[src/rtl/mc_controller.sv]
// Multicycle ARM-subset control unit: FSM sequencing, ALU decode,
// condition evaluation and flag register with gated write enables.
module mc_controller #(
  parameter int ALUW    = 3,
  parameter bit COND_EN = 1'b1
) (
  input  logic            clk,
  input  logic            reset,
  input  logic [1:0]      op,
  input  logic [5:0]      funct,
  input  logic [3:0]      rd,
  input  logic [3:0]      cond,
  input  logic [3:0]      aluflags,
  output logic            pcwrite,
  output logic            memwrite,
  output logic            regwrite,
  output logic            irwrite,
  output logic            nextpc,
  output logic            adrsrc,
  output logic            alusrca,
  output logic [1:0]      resultsrc,
  output logic [1:0]      alusrcb,
  output logic [1:0]      immsrc,
  output logic [1:0]      regsrc,
  output logic [ALUW-1:0] alucontrol,
  output logic            undef
);

  typedef enum logic [3:0] {
    S_FETCH, S_DECODE, S_MEMADR, S_MEMREAD, S_MEMWB,
    S_MEMWRITE, S_EXECR, S_EXECI, S_ALUWB, S_BRANCH
  } state_t;

  state_t          state, nxt;
  logic [3:0]      flags;
  logic            condex_q;
  logic            dp_ok, is_cmp, addsub, cond_ok;
  logic [ALUW-1:0] aluop;
  logic [1:0]      flagw;
  logic            irw, npc, regw, memw, branch, und, pcs;

  // ALU decode of the data-processing function field
  always_comb begin
    dp_ok  = 1'b1;
    is_cmp = 1'b0;
    addsub = 1'b0;
    aluop  = '0;
    unique case (funct[4:1])
      4'b0100: begin aluop = ALUW'(0); addsub = 1'b1; end
      4'b0010: begin aluop = ALUW'(1); addsub = 1'b1; end
      4'b0000: aluop = ALUW'(2);
      4'b1100: aluop = ALUW'(3);
      4'b0001: aluop = ALUW'(4);
      4'b1010: begin
        aluop  = ALUW'(1);
        is_cmp = (op == 2'b00);
      end
      default: dp_ok = 1'b0;
    endcase
    flagw = is_cmp ? 2'b11
          : {funct[0] & dp_ok, funct[0] & addsub};
  end

  // Condition field evaluated against the stored flags
  always_comb begin
    cond_ok = 1'b0;
    unique case (cond)
      4'h0: cond_ok = flags[2];
      4'h1: cond_ok = ~flags[2];
      4'h2: cond_ok = flags[1];
      4'h3: cond_ok = ~flags[1];
      4'h4: cond_ok = flags[3];
      4'h5: cond_ok = ~flags[3];
      4'h6: cond_ok = flags[0];
      4'h7: cond_ok = ~flags[0];
      4'h8: cond_ok = flags[1] & ~flags[2];
      4'h9: cond_ok = ~flags[1] | flags[2];
      4'hA: cond_ok = (flags[3] == flags[0]);
      4'hB: cond_ok = (flags[3] != flags[0]);
      4'hC: cond_ok = ~flags[2] & (flags[3] == flags[0]);
      4'hD: cond_ok = flags[2] | (flags[3] != flags[0]);
      4'hE: cond_ok = 1'b1;
      4'hF: cond_ok = 1'b0;
    endcase
  end

  // Next-state and per-state datapath controls
  always_comb begin
    nxt        = state;
    irw        = 1'b0;
    npc        = 1'b0;
    regw       = 1'b0;
    memw       = 1'b0;
    branch     = 1'b0;
    und        = 1'b0;
    adrsrc     = 1'b0;
    alusrca    = 1'b0;
    resultsrc  = 2'b00;
    alusrcb    = 2'b00;
    alucontrol = '0;
    unique case (state)
      S_FETCH: begin
        irw       = 1'b1;
        npc       = 1'b1;
        alusrca   = 1'b1;
        alusrcb   = 2'b10;
        resultsrc = 2'b10;
        nxt       = S_DECODE;
      end
      S_DECODE: begin
        alusrca   = 1'b1;
        alusrcb   = 2'b10;
        resultsrc = 2'b10;
        unique case (op)
          2'b01: nxt = S_MEMADR;
          2'b10: nxt = S_BRANCH;
          2'b00: begin
            if (!dp_ok) begin
              nxt = S_FETCH;
              und = 1'b1;
            end else if (funct[5]) begin
              nxt = S_EXECI;
            end else begin
              nxt = S_EXECR;
            end
          end
          default: begin
            nxt = S_FETCH;
            und = 1'b1;
          end
        endcase
      end
      S_MEMADR: begin
        alusrcb = 2'b01;
        nxt     = funct[0] ? S_MEMREAD : S_MEMWRITE;
      end
      S_MEMREAD: begin
        adrsrc = 1'b1;
        nxt    = S_MEMWB;
      end
      S_MEMWB: begin
        resultsrc = 2'b01;
        regw      = 1'b1;
        nxt       = S_FETCH;
      end
      S_MEMWRITE: begin
        adrsrc = 1'b1;
        memw   = 1'b1;
        nxt    = S_FETCH;
      end
      S_EXECR: begin
        alucontrol = aluop;
        nxt        = S_ALUWB;
      end
      S_EXECI: begin
        alusrcb    = 2'b01;
        alucontrol = aluop;
        nxt        = S_ALUWB;
      end
      S_ALUWB: begin
        regw = 1'b1;
        nxt  = S_FETCH;
      end
      S_BRANCH: begin
        alusrcb   = 2'b01;
        resultsrc = 2'b10;
        branch    = 1'b1;
        nxt       = S_FETCH;
      end
      default: nxt = S_FETCH;
    endcase
  end

  // State, condition latch and NZCV register
  always_ff @(posedge clk or posedge reset) begin
    if (reset) begin
      state    <= S_FETCH;
      flags    <= 4'b0000;
      condex_q <= 1'b0;
    end else begin
      state <= nxt;
      if (state == S_DECODE)
        condex_q <= COND_EN ? cond_ok : 1'b1;
      if (state == S_EXECR || state == S_EXECI) begin
        if (flagw[1] & condex_q)
          flags[3:2] <= aluflags[3:2];
        if (flagw[0] & condex_q)
          flags[1:0] <= aluflags[1:0];
      end
    end
  end

  // Write enables are gated by the condition and held off in reset
  always_comb begin
    pcs      = ((rd == 4'hF) & regw) | branch;
    nextpc   = npc;
    irwrite  = irw & ~reset;
    pcwrite  = (npc | (pcs & condex_q)) & ~reset;
    regwrite = regw & condex_q & ~is_cmp & ~reset;
    memwrite = memw & condex_q & ~reset;
    undef    = und & ~reset;
    immsrc   = op;
    regsrc   = {(op == 2'b01) & ~funct[0], op == 2'b10};
  end

endmodule

[config.mk]
export PLATFORM = sky130hd
export DESIGN_NAME = mc_controller
export DESIGN_NICKNAME = d
export VERILOG_FILES = /design/src/rtl/mc_controller.sv
export SDC_FILE = /design/constraint.sdc
export NUM_CORES = 1
export LEC_CHECK = 0
export BUFFER_PORTS_ARGS = -buffer_cell sky130_fd_sc_hd__buf_2
export CAP_MARGIN = 20
export CORE_MARGIN = 2
export CORE_UTILIZATION = 36
export DETAILED_ROUTE_END_ITERATION = 6
export MAX_ROUTING_LAYER = met4
export PLACE_DENSITY = 0.71
export SYNTH_ARGS = -nofsm -noshare
export SYNTH_HDL_FRONTEND = slang
export SYNTH_SLANG_ARGS = --single-unit
[constraint.sdc]
create_clock -name clk -period 1.95 [get_ports clk]
set_input_delay 0.195 -clock clk [delete_from_list [all_inputs] [get_ports clk]]
set_output_delay 0.195 -clock clk [all_outputs]
set_load 0.02 [all_outputs]
; ---- Yosys cells after proc, flatten, opt, wreduce, memory -nomap -nowiden
; Cells that the tools add are included.
[op_classes]
eq_ne = 34
n_mux = 23
bitwise = 28
reduce_logical = 17
[ops]
columns = operator, n
row1 = 4-bit == test (second input constant), 13
row2 = 4-bit by 3-bit == test with 1-bit output (second input constant), 9
row3 = 4-bit by 2-bit == test with 1-bit output (second input constant), 5
row4 = 4-bit one-hot mux with 5 select lines, 1
row5 = 1-bit bitwise AND, 17
row6 = 1-bit one-hot mux with 16 select lines, 1
row7 = 2-bit OR reduction, 7
row8 = 4-bit by 1-bit == test with 1-bit output (second input constant), 3
row9 = 4-bit zero test, 3
row10 = 1-bit 2-to-1 mux, 12
row11 = 3-bit one-hot mux with 4 select lines, 1
row12 = 4-bit one-hot mux with 3 select lines, 1
row13 = 3-bit 2-to-1 mux, 3
row14 = 2-bit one-hot mux with 2 select lines, 2
row15 = 1-bit inverter, 7
row16 = 3-bit OR reduction, 2
row17 = 6-bit OR reduction, 1
row18 = 1-bit bitwise OR, 4
row19 = 2-bit AND reduction, 2
row20 = 2-bit by 1-bit == test with 1-bit output (second input constant), 1
row21 = 2-bit == test (second input constant), 1
row22 = 2-bit zero test, 1
row23 = 2-bit 2-to-1 mux, 1
row24 = 1-bit one-hot mux with 2 select lines, 1
row25 = 3 further kinds, 3
[word_totals]
reg_bits = 9
in_bits = 22
output_inout_bits = 19
wordCells = 106

; ---- Logic depth before layout (Yosys ltp)
[logic_depth]
ltp_word = 8
mapped_depth = 6

; ---- Worst setup path after synthesis
; No wires, ideal clock.
[synth_path]
path_kind = register -> output
start = register state[2]
end = output port undef
arrival_time_ns = 2.028
required_ns = 1.755
path_slack_ns = -0.273
path_stages_with_launch = 4
path_buffers = 1
path_cell_list = dfrtp_1 -> buf_2 -> or4b_1 -> a2111oi_0
[synth_via]
elab_chain_cells = 3
[synth_rtl]
columns = item, line_no
row1 = start: declaration, 34  ; state_t state, nxt;
row2 = start signal: assignment, 181  ; state <= nxt;
row3 = 4-bit by 1-bit == test with 1-bit output, 101  ; unique case (state)
row4 = 1-bit 2-to-1 mux, 101
row5 = 1-bit bitwise AND, 201  ; undef = und & ~reset;
row6 = end: declaration, 26  ; output logic undef
; Every way passes these cells.

; ---- Worst setup path in the final report
[layout_path]
start = register state[3]
end = output port undef
; Same word-level chain as after synthesis.

==> results.py <==
metrics = {
    "power_and_ir_drop": {
        "leakagePower_nw": 0.618,
        "power.total_mw": 1.25,
        "ir_worst_vdd_mv": 0.587,
        "power_density_nw_per_um2": 1010,
    },
    "route": {
        "wl_per_cell_um": 14.2,
        "drc_errors": 0,
        "vias_per_cell": 5.58,
        "drt_first_pass_iters": 4,
        "num_vias": 1037,
        "ant_nets": 0,
        "drt-initial-drc-count": 20,
        "wl_um": 2630,
    },
    "clock_network": {
        "clk_pin_slew_ns": 0.06,
        "cts_tree": "done",
        "htreeDepth": 1,
        "cts_buffer_depth": 2,
        "clk-insertion-delay-late_ns": 0.25,
        "cts.sinks": 9,
        "cts_root_buf": "clkbuf_4",
        "cts_made_buffers": 3,
    },
    "place": {
        "dpl_cell_area_sq_um": 1190,
        "pre_cts_slack_ns": 0.158,
        "numPortBuffers": 40,
        "place.gp.congestion": 0.815,
        "dpl.hpwl_um": 2100,
    },
    "floorplan": {
        "die-area_sq_um": 3050,
        "rows": 18,
        "start_util": 0.381,
        "ios": 41,
        "die_x_um": 55.2,
        "fp.dieH_um": 55.2,
        "fp.coreArea_sq_um": 2480,
    },
    "synthesis": {
        "synth_seq_area_share": 0.239,
        "ys_types": 44,
        "syn-cell-area_sq_um": 943,
        "syn-num-nets": 140,
        "syn_area_per_cell_sq_um": 8.28,
        "ys_dominant_reg_cell": "dfrtp_1",
        "synth_enable_flop_cells": 0,
        "yosys_warnings": 0,
        "ys_seq_elements": 9,
        "netlist_instances": 114,
        "synthArstFlopShare": 1.00,
    },
    "min_path": {
        "min_path_type": "primary input to register",
        "hp-start": "aluflags[1]",
    },
    "global_route": {
        "grt_use_total": 0.193,
        "met1_usage": 0.229,
        "grt.busiest_layer": "met2",
        "use_met3": 0.0296,
        "met2_usage": 0.345,
        "grt_max_degree": 17,
        "antenna_found_initial": 0,
        "grt_pass1_wl_um": 4110,
        "grt_pass1_vias": 945,
        "overflow": 0,
    },
    "layout": {
        "n_fill_cell": 243,
        "mostFrequentLayoutCells": "buf_2, nand2_1, nor3_1, dfrtp_1",
        "finalNetCount": 183,
        "area_delta_synth_final_pct": 31.7,
        "drive_gt1_frac": 0.359,
        "final_common_cell": "buf_2",
        "final_area_sq_um": 1240,
        "num_antenna_cells": 0,
    },
    "setup_path": {
        "crit_type": "register to output port",
        "reg2reg_slack_ns": 0.25,
        "critPathLaunchType": "register",
        "worstReg2RegStart": "state[2]",
        "crit_path_start": "state[3]",
        "crit_arrival_ns": 1.63,
        "endpoint_kind": "output port",
        "path_max_fanout": 5,
        "cp_data_required_time_ns": 1.75,
    },
    "sta": {
        "fin_worst_skew_ns": 0.00210,
        "period_share": 0.937,
        "worst_slack_ns": 0.123,
        "slew_headroom": 0.679,
        "finalSetupViolCount": 0,
        "worstMarginPinSlew_ns": 0.482,
        "period_needed_ns": 1.83,
        "hold_violations": 0,
        "slew_viol_final": 0,
        "max_freq_mhz": 547,
    },
    "flow_run": {
        "maxCapViolations": 0,
    },
    "run_status": {
        "status": "finished, final reports clean",
    },
}
stage by stage:
| step | hold WS (ns) | std cells | setup TNS, ns | utilization |
|---|---|---|---|---|
| 2_1_floorplan | 0.0280 | 114 | 0 | - |
| 3_3_place_gp | 0.222 | 181 | 0 | 0.479 |
| 3_5_place_dp | 0.227 | 181 | 0 | 0.479 |
| 4_1_cts | 0.160 | 186 | 0 | 0.494 |
| 5_1_grt | 0.162 | 186 | -0.000866 | 0.502 |
| 6_report | 0.163 | 186 | 0 | 0.502 |
worst paths after layout:
path / endpoint / cells past startpoint
max: undef / 3
min: flags[1] / 2
max reg2reg: flags[2] / 5
min reg2reg: state[2] / 1
max in group asynchronous: state[1] / 3
min in group asynchronous: state[3] / 3
cells in the mapped netlist, types with 2 or more instances:
cell | n | share of area
and3_1 | 2 | 0.013
xnor2_1 | 4 | 0.037
o32ai_1 | 2 | 0.019
nor4_1 | 4 | 0.027
buf_4 | 2 | 0.016
nor3_1 | 9 | 0.048
a211oi_1 | 2 | 0.016
mux2_2 | 3 | 0.036
o21ai_0 | 2 | 0.011
a31oi_1 | 3 | 0.020
buf_2 | 3 | 0.016
nor2b_1 | 3 | 0.020
mux2i_1 | 2 | 0.021
nand2_1 | 11 | 0.044
dfrtp_1 | 9 | 0.24
and2_1 | 4 | 0.027
mux2_1 | 2 | 0.024
nor4b_1 | 3 | 0.028
nand4_1 | 2 | 0.013
nand3b_1 | 2 | 0.016
nor2_1 | 4 | 0.016
inv_1 | 7 | 0.028
clkbuf_1 | 4 | 0.016
ha_1 | 4 | 0.053
xor2_1 | 2 | 0.019
flip-flops by register name (all words and copies together) (netlist names):
register	count
flags	4
state	4
condex_q	1
power breakdown:
group / switching, mW / internal, mW / total, mW
Clock: 0.0624 / 0.0787 / 0.141
Combinational: 0.500 / 0.334 / 0.834
Sequential: 0.0417 / 0.234 / 0.276
critical path, stage by stage (launching register included):
cell and delay (ns):
dfrtp_1 0.41, or4b_4 0.56, a2111oi_4 0.20, buf_4 0.19
routing by layer:
metal / vias up / routed length (um)
met3: 2 / 189
met4: 0 / 4
li1: 515 / -
met2: 45 / 1320
met1: 475 / 1130
met5: - / 0
kinds of logic (layout without fill, tap and decap cells):
family,after synthesis,in the layout,share of synthesized area
compound gates,22,22,0.179
xor+xnor,6,6,0.0557
fa+ha+maj,4,4,0.0531
buf+inv,16,58,0.0756
flops,9,9,0.239
mux,7,7,0.0809
simple gates,50,50,0.317
layout make-up:
class	count	area (sq um)	share of cell area
inverter	7	26.3	0.0211
clock buffer	4	26.3	0.0211
tap	30	37.5	0.0302
multi-input combinational	89	669	0.539
timing repair buffer	47	258	0.207
sequential	9	225	0.181
what timing repair did:
item                                    CTS  global route
hold buffers                              1             0
hold endpoints to repair                  9             0
gates resized for setup                   0             3
endpoints found under the setup margin    0             1
buffers inserted                          0             0
No activity file was read; power rests on OpenSTA's default activity.
